===== src/rtl/rpm_counter.sv =====
// Hall-sensor RPM measurement: synchronise, debounce, count rising edges per gate
// window, then convert count*60/PULSES_PER_REV with a shift-add multiply and restoring divide.
module rpm_counter #(
  parameter int unsigned SYNC_STAGES     = 2,
  parameter int unsigned DEBOUNCE_CYCLES = 1000,
  parameter int unsigned PULSES_PER_REV  = 1,
  parameter int unsigned CNT_W           = 16,
  localparam int unsigned RPM_W          = CNT_W + 6
) (
  input  logic             clk,
  input  logic             rst,
  input  logic             hall_in,
  input  logic             gate_tick,
  output logic [RPM_W-1:0] rpm,
  output logic             rpm_valid,
  output logic             rpm_sat,
  output logic             busy,
  output logic             missed_tick
);

  localparam int unsigned DB_W   = (DEBOUNCE_CYCLES > 1) ? $clog2(DEBOUNCE_CYCLES) : 1;
  localparam int unsigned DIV_CW = $clog2(RPM_W);

  localparam logic [DB_W-1:0]   DB_LAST  = DB_W'(DEBOUNCE_CYCLES - 1);
  localparam logic [DIV_CW-1:0] DIV_LAST = DIV_CW'(RPM_W - 1);
  localparam logic [CNT_W-1:0]  CNT_MAX  = '1;
  localparam logic [RPM_W:0]    DIVISOR  = (RPM_W + 1)'(PULSES_PER_REV);

  typedef enum logic [1:0] {S_IDLE, S_MUL, S_DIV, S_DONE} state_t;

  state_t                  state_q, state_d;
  logic [SYNC_STAGES-1:0]  sync_q, sync_d;
  logic [DB_W-1:0]         db_cnt_q, db_cnt_d;
  logic                    hall_db_q, hall_db_d;
  logic                    hall_db_prev_q, hall_db_prev_d;
  logic [CNT_W-1:0]        edge_cnt_q, edge_cnt_d;
  logic                    win_sat_q, win_sat_d;
  logic [CNT_W-1:0]        snap_q, snap_d;
  logic                    snap_sat_q, snap_sat_d;
  logic [RPM_W-1:0]        quo_q, quo_d;
  logic [RPM_W-1:0]        rem_q, rem_d;
  logic [DIV_CW-1:0]       div_cnt_q, div_cnt_d;
  logic [RPM_W-1:0]        rpm_q, rpm_d;
  logic                    rpm_valid_q, rpm_valid_d;
  logic                    rpm_sat_q, rpm_sat_d;
  logic                    busy_q, busy_d;
  logic                    missed_q, missed_d;

  logic                    hall_s;
  logic                    rise_c;
  logic                    qbit_c;
  logic [RPM_W:0]          rem_shift_c;

  assign hall_s = sync_q[SYNC_STAGES-1];
  assign rise_c = hall_db_q & ~hall_db_prev_q;

  // State register and all datapath flops
  always_ff @(posedge clk or posedge rst) begin
    if (rst) begin
      state_q        <= S_IDLE;
      sync_q         <= '0;
      db_cnt_q       <= '0;
      hall_db_q      <= 1'b0;
      hall_db_prev_q <= 1'b0;
      edge_cnt_q     <= '0;
      win_sat_q      <= 1'b0;
      snap_q         <= '0;
      snap_sat_q     <= 1'b0;
      quo_q          <= '0;
      rem_q          <= '0;
      div_cnt_q      <= '0;
      rpm_q          <= '0;
      rpm_valid_q    <= 1'b0;
      rpm_sat_q      <= 1'b0;
      busy_q         <= 1'b0;
      missed_q       <= 1'b0;
    end else begin
      state_q        <= state_d;
      sync_q         <= sync_d;
      db_cnt_q       <= db_cnt_d;
      hall_db_q      <= hall_db_d;
      hall_db_prev_q <= hall_db_prev_d;
      edge_cnt_q     <= edge_cnt_d;
      win_sat_q      <= win_sat_d;
      snap_q         <= snap_d;
      snap_sat_q     <= snap_sat_d;
      quo_q          <= quo_d;
      rem_q          <= rem_d;
      div_cnt_q      <= div_cnt_d;
      rpm_q          <= rpm_d;
      rpm_valid_q    <= rpm_valid_d;
      rpm_sat_q      <= rpm_sat_d;
      busy_q         <= busy_d;
      missed_q       <= missed_d;
    end
  end

  // Next-state, window counting and conversion datapath
  always_comb begin
    state_d        = state_q;
    sync_d         = {sync_q[SYNC_STAGES-2:0], hall_in};
    db_cnt_d       = db_cnt_q;
    hall_db_d      = hall_db_q;
    hall_db_prev_d = hall_db_q;
    edge_cnt_d     = edge_cnt_q;
    win_sat_d      = win_sat_q;
    snap_d         = snap_q;
    snap_sat_d     = snap_sat_q;
    quo_d          = quo_q;
    rem_d          = rem_q;
    div_cnt_d      = div_cnt_q;
    rpm_d          = rpm_q;
    rpm_valid_d    = 1'b0;
    rpm_sat_d      = rpm_sat_q;
    missed_d       = missed_q;
    qbit_c         = 1'b0;
    rem_shift_c    = {rem_q, quo_q[RPM_W-1]};

    // Level only changes after DEBOUNCE_CYCLES consecutive differing samples
    if (hall_s == hall_db_q) begin
      db_cnt_d = '0;
    end else if (db_cnt_q == DB_LAST) begin
      hall_db_d = hall_s;
      db_cnt_d  = '0;
    end else begin
      db_cnt_d = db_cnt_q + DB_W'(1);
    end

    // An edge coinciding with the tick opens the new window
    if (gate_tick) begin
      edge_cnt_d = rise_c ? CNT_W'(1) : '0;
      win_sat_d  = 1'b0;
    end else if (rise_c) begin
      if (edge_cnt_q == CNT_MAX) win_sat_d = 1'b1;
      else                       edge_cnt_d = edge_cnt_q + CNT_W'(1);
    end

    if (gate_tick && (state_q != S_IDLE)) missed_d = 1'b1;

    case (state_q)
      S_IDLE: begin
        if (gate_tick) begin
          snap_d     = edge_cnt_q;
          snap_sat_d = win_sat_q;
          state_d    = S_MUL;
        end
      end
      S_MUL: begin
        quo_d     = (RPM_W'(snap_q) << 6) - (RPM_W'(snap_q) << 2);
        rem_d     = '0;
        div_cnt_d = '0;
        state_d   = S_DIV;
      end
      S_DIV: begin
        if (rem_shift_c >= DIVISOR) begin
          qbit_c = 1'b1;
          rem_d  = RPM_W'(rem_shift_c - DIVISOR);
        end else begin
          rem_d  = RPM_W'(rem_shift_c);
        end
        quo_d = {quo_q[RPM_W-2:0], qbit_c};
        if (div_cnt_q == DIV_LAST) begin
          rpm_d       = quo_d;
          rpm_sat_d   = snap_sat_q;
          rpm_valid_d = 1'b1;
          state_d     = S_DONE;
        end else begin
          div_cnt_d = div_cnt_q + DIV_CW'(1);
        end
      end
      S_DONE:  state_d = S_IDLE;
      default: state_d = S_IDLE;
    endcase

    busy_d = (state_d != S_IDLE);
  end

  assign rpm         = rpm_q;
  assign rpm_valid   = rpm_valid_q;
  assign rpm_sat     = rpm_sat_q;
  assign busy        = busy_q;
  assign missed_tick = missed_q;

endmodule


===== config.mk =====
export PLATFORM = sky130hd
export DESIGN_NAME = rpm_counter
export DESIGN_NICKNAME = d
export VERILOG_FILES = /design/src/rtl/rpm_counter.sv
export SDC_FILE = /design/constraint.sdc
export NUM_CORES = 1
export LEC_CHECK = 0
export CELL_PAD_IN_SITES_DETAIL_PLACEMENT = 1
export CELL_PAD_IN_SITES_GLOBAL_PLACEMENT = 2
export CORE_MARGIN = 5
export CORE_UTILIZATION = 42
export CTS_CLUSTER_DIAMETER = 80
export DETAILED_ROUTE_END_ITERATION = 8
export PLACE_DENSITY_LB_ADDON = 0.3
export SLEW_MARGIN = 20
export SYNTH_ARGS = -nofsm -noshare
export SYNTH_HDL_FRONTEND = slang
export SYNTH_SLANG_ARGS = --single-unit

===== constraint.sdc =====
create_clock -name clk -period 6.9 [get_ports clk]
set_clock_uncertainty 0.1 [all_clocks]
set_input_delay 1.38 -clock clk [delete_from_list [all_inputs] [get_ports clk]]
set_output_delay 1.38 -clock clk [all_outputs]
set_load 0.01 [all_outputs]

* Yosys cells after proc, flatten, opt, wreduce, memory -nomap -nowiden
Index checks and enable logic that the tools add are counted.
Word-level totals: flip-flop bits (word level) 125, input bits 4, output and inout port bits 26, logic and storage cells 68
Cells by class: $add $sub $neg 5, $lt $le $gt $ge 1, eq/ne operators 9, muxes and demuxes 20, bitwise gates (word level) 3, reduce and logical (&&, ||, !) cells 13
Operators by type and width (number):
- 22-bit case mux with 2 select lines | 2
- 16-bit 2-to-1 mux | 3
- 23-bit by 1-bit >= comparator with 1-bit output (second input constant) | 1
- 22-bit 2-to-1 mux | 1
- 22-bit by 1-bit subtractor with 22-bit output (second input constant) | 1
- 22-bit by 18-bit subtractor with 22-bit output | 1
- 10-bit 2-to-1 mux | 2
- 16-bit by 1-bit adder with 16-bit output (second input constant) | 1
- 16-bit equality test (second input constant) | 1
- 2-bit AND reduction | 6
- 10-bit by 1-bit adder with 10-bit output (second input constant) | 1
- 10-bit equality test (second input constant) | 1
- 5-bit case mux with 2 select lines | 1
- 2-bit nonzero test | 5
- 2-bit case mux with 4 select lines | 1
- 1-bit 2-to-1 mux | 7
- 5-bit by 1-bit adder with 5-bit output (second input constant) | 1
- 5-bit equality test (second input constant) | 1
- 5-bit 2-to-1 mux | 1
- 2-bit equality test (second input constant) | 2
- 2-bit 2-to-1 mux | 2
- 2-bit != test (second input constant) | 2
- 2-bit by 1-bit equality test with 1-bit output (second input constant) | 1
- 2-bit zero test | 1
- 4 further kinds | 5

* Depth between registers and ports, before layout
word-level depth 4, gate-level depth with buffers 9, mapped depth without buffers 8

* Least setup slack after synthesis
Ideal clock, no wire load.
kind register to register, start point reg quo_q[21], end point reg rem_q[10], library setup time 0.126 ns, arrival time 2.309 ns, required time 6.674 ns, setup slack 4.365 ns, cell stages (with the launch flop) 7, path buffers 0, period minus slack after synthesis 2.535 ns, cell sequence dfrtp_1 -> ha_1 -> or4_1 -> or4_4 -> o211ai_1 -> nor3_1 -> a221o_1
On the way: longest elaborated chain between the ends 3, elaborated cells on any way between the ends 4, classes of those cells 1 x add/sub; 1 x order compare; 2 x mux
Ends and longest elaborated chain:
- start: declaration | RTL line 40 | logic [RPM_W-1:0] quo_q, quo_d;
- start signal: assignment | RTL line 87 | quo_q <= quo_d;
- 22-bit by 1-bit subtractor with 22-bit output or 23-bit by 1-bit >= comparator with 1-bit output (tied branches) | RTL line 157, 155
- 22-bit 2-to-1 mux (*) | RTL line 155 | if (rem_shift_c >= DIVISOR) begin
- 22-bit case mux with 2 select lines (*) | RTL line 140 | case (state_q)
- end signal: assignment | RTL line 88 | rem_q <= rem_d;
- end: declaration | RTL line 41 | logic [RPM_W-1:0] rem_q, rem_d;
Every way passes the cells marked *; elsewhere a longest branch is shown, timed or not. A chain may end at the register's enable or synchronous reset.

* Final worst setup path
start point in gate_tick, end point reg busy_q (netlist: busy)
On the way: longest elaborated chain between the ends 3
Ends and longest elaborated chain:
- start: declaration | RTL line 13 | input logic gate_tick,
- 2-bit 2-to-1 mux | RTL line 142 | if (gate_tick) begin
- 2-bit case mux with 4 select lines | RTL line 140
- net state_d[0] | RTL line 31 | state_t state_q, state_d;
- 2-bit nonzero test | RTL line 175 | busy_d = (state_d != S_IDLE);
- net busy_d | RTL line 46 | logic busy_q, busy_d;
- end signal: assignment | RTL line 93 | busy_q <= busy_d;
- end: declaration | RTL line 46
The timed path passes the listed nets, and every way through them passes these cells.

==> impl_results.md <==
* RSZ-0062 raised after global routing: no
* Last weighted congestion value of the routability-driven placer at roughly 0.77
* Count of cell types in the netlist at between 50 and 60
* Ys flop type: sky130_fd_sc_hd__dfrtp_1
* Post-route design area at roughly 0.0075 mm2
* Vias after detailed routing at 4975
* Estimated wirelength of the detail-placed design at roughly 11000 um
* Worst slew margin relative to its limit at a little over a third
* Slowest cell on crit path: sky130_fd_sc_hd__clkdlybuf4s50_1
* Post-route clock period utilization at 49.4%
* Met2 layer usage reported by global route at 31.6%
* Total length of routed wires at 16000 um
* Total clock buffers created by CTS at 17
* Filler cells at roughly 1700
* Boundary Pins at 30
* Cell row count at 45
* Die W at ~130 um
* Critical path class: in2reg
* Starting density of the core at ~42%
* Crit path launch type: input port
* Syn_area_per_cell at 9.65 um2
* Clk buf depth at 2
* Grt total ovfl at 0
* Area of all sequential standard cells at roughly 0.0031 mm2
* Setup violations, final at 0
* Seq/Total Area, Yosys at about half
* Reg clk slew, reported paths at 0.06 ns
* Crit path arrival time at roughly 3.7 ns
* Inserted Diodes at 0
* Global-route total usage across every layer at between 10% and 20%
* Routed wire per std cell at 18.0 um
* Detailed-route DRC error count at 0
* Hold Fails Final Rpt at 0
* Leakage power total at between 3 and 4 nW
* Aggregate negative setup slack at 0 ns
* Transition time of the tightest slew-check pin at 0.969 ns
* Worst vdd rail ir drop at approximately 0.18 mV
* Max-cap violations at 0
* Clock Sink Count at roughly 130
* Via density per instance at about 5.6
* Ys async rst share at 100%
* Nets in the synthesized netlist at just under 700
* Synth Cell Area at ~0.0064 mm2
* CP Data Required Time at 7.16 ns
* Critical path's largest stage delay at around 0.92 ns
* Nets@finish at about 720
* Grt peak-use layer: met2
* Highest clock frequency the design can meet at between 200 and 300 MHz
* Hold Buf Count CTS at 0
* Global Route met1 Usage at between 20% and 30%
* Total power per unit cell area at around 400 mW/mm2
* Area after detailed placement at 0.00687 mm2
* Crit-path max FO at 32
* Number of enable-type register cells in the synthesized netlist at 0
* Growth of design area from synthesis to finish at 17.1%
* Proportion of layout cells with a drive suffix above 1 at 10.1%
* Clock insertion delay at the later pin of the skew report at about 0.42 ns
* Total Die Area at 0.0178 mm2
* Status: finished clean
* Tmin final at 3.41 ns
* Die Y at roughly 130 um
* Number of register bits inferred by synthesis at approximately 130
* Met3 Use GR at between 4 and 5%
* Gate count of the mapped netlist at 664
* Wire length of the first global-routing pass at approximately 27000 um
* DR iter-0 viols at 230
* CTS tree: yes
* Pin count of the biggest net entering global routing at between 60 and 70
* CTS H-tree lvls at 4
* Number of post-CTS setup repair buffers at 0
* TritonRoute pass-1 iters at 4
* Std-Cell Core Area at approximately 0.015 mm2
* Number of antenna violations at the first check in global routing at 0
* Multi-input combinational cell area at around 0.0030 mm2
* Critical path cell sequence: clkdlybuf4s50_1 -> and2_1 -> nor2_1 -> a22oi_1 -> or2_2
* CP Capture Type: flip-flop
* Via count of the first global-routing pass at about 5300
* Number of antenna-violating nets in the routed design at 0
* Post-cts gate resize count at 0
* Total count of max-transition violations in the final report at 0
* Clock root buffer: sky130_fd_sc_hd__clkbuf_16
* Total Power Consumption at between 3 and 4 mW
* Number of warning messages in the yosys log at 0
* Min-Delay Path Class: reg2reg
* Total of buffers placed on input and output ports at 29
final cells by class:
| cell class | count | area share (%) |
|---|---|---|
| multi-input combinational | 470 | 40.3 |
| sequential | 125 | 41.7 |
| timing repair buffer | 33 | 4.27 |
| inverter | 43 | 2.18 |
| tap | 188 | 3.13 |
| clock inverter | 10 | 2.15 |
| clock buffer | 22 | 6.32 |
critical path, delay by kind of cell:
kind	cells	cell delay, ns
AOI/OAI and AO/OA	1	0.23
buffers and inverters	1	0.92
and+or+nand+nor	3	1.14
flip-flops by register name (all words and copies together) (netlist names):
signal and flops:
busy 1, db_cnt_q 10, div_cnt_q 5, edge_cnt_q 16, hall_db_prev_d 1, hall_db_prev_q 1, missed_tick 1, quo_q 22
rem_q 22, rpm 22, rpm_sat 1, rpm_valid 1, snap_q 16, snap_sat_q 1, state_q 2, sync_q 2
win_sat_q 1
routing by layer:
metal	vias up	wire length, um
li1	2389	-
met1	2506	7530
met2	62	7850
met3	18	451
met4	0	195
met5	-	0
worst paths after layout:
check	from	end	slack (ns)	cells after the start
max in group asynchronous	rst	rpm[11]$_DFFE_PP0P_	4.00	3
worst max-delay path	gate_tick	busy$_DFF_PP0_	3.49	5
worst min-delay path	sync_q[0]$_DFF_PP0_	sync_q[1]$_DFF_PP0_	0.25	0
worst max register to register	state_q[0]$_DFF_PP0_	quo_q[9]$_DFFE_PP0P_	3.95	8
min in group asynchronous	rst	rem_q[19]$_DFFE_PP0P_	1.39	2
worst min register to register	sync_q[0]$_DFF_PP0_	sync_q[1]$_DFF_PP0_	0.25	0
layout by cell type, fill, tap and decap left out, types with 3 or more instances in the layout:
master / synthesis / layout
sky130_fd_sc_hd__o21a_1: 4 / 4
sky130_fd_sc_hd__buf_4: 0 / 4
sky130_fd_sc_hd__mux2_2: 26 / 26
sky130_fd_sc_hd__dfrtp_1: 125 / 125
sky130_fd_sc_hd__o21ai_0: 38 / 38
sky130_fd_sc_hd__nand4_1: 7 / 7
sky130_fd_sc_hd__or3_1: 6 / 6
sky130_fd_sc_hd__nand3_1: 25 / 25
sky130_fd_sc_hd__nor2_1: 67 / 67
sky130_fd_sc_hd__o22ai_1: 8 / 8
sky130_fd_sc_hd__xor2_1: 10 / 10
sky130_fd_sc_hd__a21o_1: 3 / 3
sky130_fd_sc_hd__clkdlybuf4s50_1: 0 / 29
sky130_fd_sc_hd__o2bb2ai_1: 8 / 8
sky130_fd_sc_hd__o31ai_1: 7 / 7
sky130_fd_sc_hd__and3_1: 9 / 9
sky130_fd_sc_hd__clkinvlp_4: 0 / 3
sky130_fd_sc_hd__bufinv_16: 0 / 4
sky130_fd_sc_hd__nor4_1: 6 / 6
sky130_fd_sc_hd__nor3_1: 26 / 26
sky130_fd_sc_hd__o211ai_1: 5 / 5
sky130_fd_sc_hd__a31oi_1: 3 / 3
sky130_fd_sc_hd__ha_1: 21 / 21
sky130_fd_sc_hd__or4_1: 5 / 5
sky130_fd_sc_hd__clkbuf_8: 0 / 3
sky130_fd_sc_hd__mux2i_1: 8 / 8
sky130_fd_sc_hd__clkbuf_16: 0 / 17
sky130_fd_sc_hd__xnor2_1: 40 / 40
sky130_fd_sc_hd__and4_1: 4 / 4
sky130_fd_sc_hd__a21oi_1: 31 / 31
sky130_fd_sc_hd__nand2_1: 65 / 64
sky130_fd_sc_hd__inv_1: 43 / 42
synthesized netlist by cell type, types with 3 or more instances:
cell,number,area share [%]
sky130_fd_sc_hd__ha_1,21,4.1
sky130_fd_sc_hd__clkbuf_1,23,1.3
sky130_fd_sc_hd__a31oi_1,3,0.29
sky130_fd_sc_hd__nor4_1,6,0.59
sky130_fd_sc_hd__nor2_1,67,3.9
sky130_fd_sc_hd__o22ai_1,8,0.78
sky130_fd_sc_hd__nand2_1,65,3.8
sky130_fd_sc_hd__or4_1,5,0.59
sky130_fd_sc_hd__xnor2_1,40,5.5
sky130_fd_sc_hd__nand4_1,7,0.68
sky130_fd_sc_hd__nand3_1,25,2.0
sky130_fd_sc_hd__a21oi_1,31,2.4
sky130_fd_sc_hd__nor3_1,26,2.0
sky130_fd_sc_hd__o2bb2ai_1,8,1.1
sky130_fd_sc_hd__mux2i_1,8,1.2
sky130_fd_sc_hd__inv_1,43,2.5
sky130_fd_sc_hd__mux2_2,26,4.6
sky130_fd_sc_hd__dfrtp_1,125,49
sky130_fd_sc_hd__a21o_1,3,0.35
sky130_fd_sc_hd__o21a_1,4,0.47
sky130_fd_sc_hd__o31ai_1,7,0.82
sky130_fd_sc_hd__and4_1,4,0.55
sky130_fd_sc_hd__o21ai_0,38,3.0
sky130_fd_sc_hd__xor2_1,10,1.4
sky130_fd_sc_hd__o211ai_1,5,0.59
sky130_fd_sc_hd__or3_1,6,0.59
sky130_fd_sc_hd__and3_1,9,0.88
kinds of logic (layout without fill, tap and decap cells):
family / after synthesis / count (layout) / synth area share, %
AOI/OAI and AO/OA: 125 / 125 / 12.2
muxes: 34 / 34 / 5.82
buffers and inverters: 69 / 108 / 4.06
xor gates and xnor gates: 50 / 50 / 6.83
and+or+nand+nor: 240 / 240 / 18.2
adders and majority gates: 21 / 21 / 4.10
DFF: 125 / 125 / 48.8
report_power, final:
| part | switching [mW] | internal [mW] | total, mW |
|---|---|---|---|
| sequential | 0.0970 | 0.834 | 0.931 |
| clock | 0.328 | 0.632 | 0.960 |
| combinational | 0.693 | 0.445 | 1.14 |
| total | 1.12 | 1.91 | 3.03 |
metrics by stage:
step	instances	setup slack (ns)	hold slack (ns)	util (%)
finish	891	3.49	0.253	49.8
global route	891	3.25	0.276	49.8
CTS	891	3.43	0.258	49.8
detailed placement	859	3.06	0.245	45.5
global placement	859	3.10	0.237	45.5
floorplan	664	2.09	0.231	-
Power figures use the tool's default switching activity.
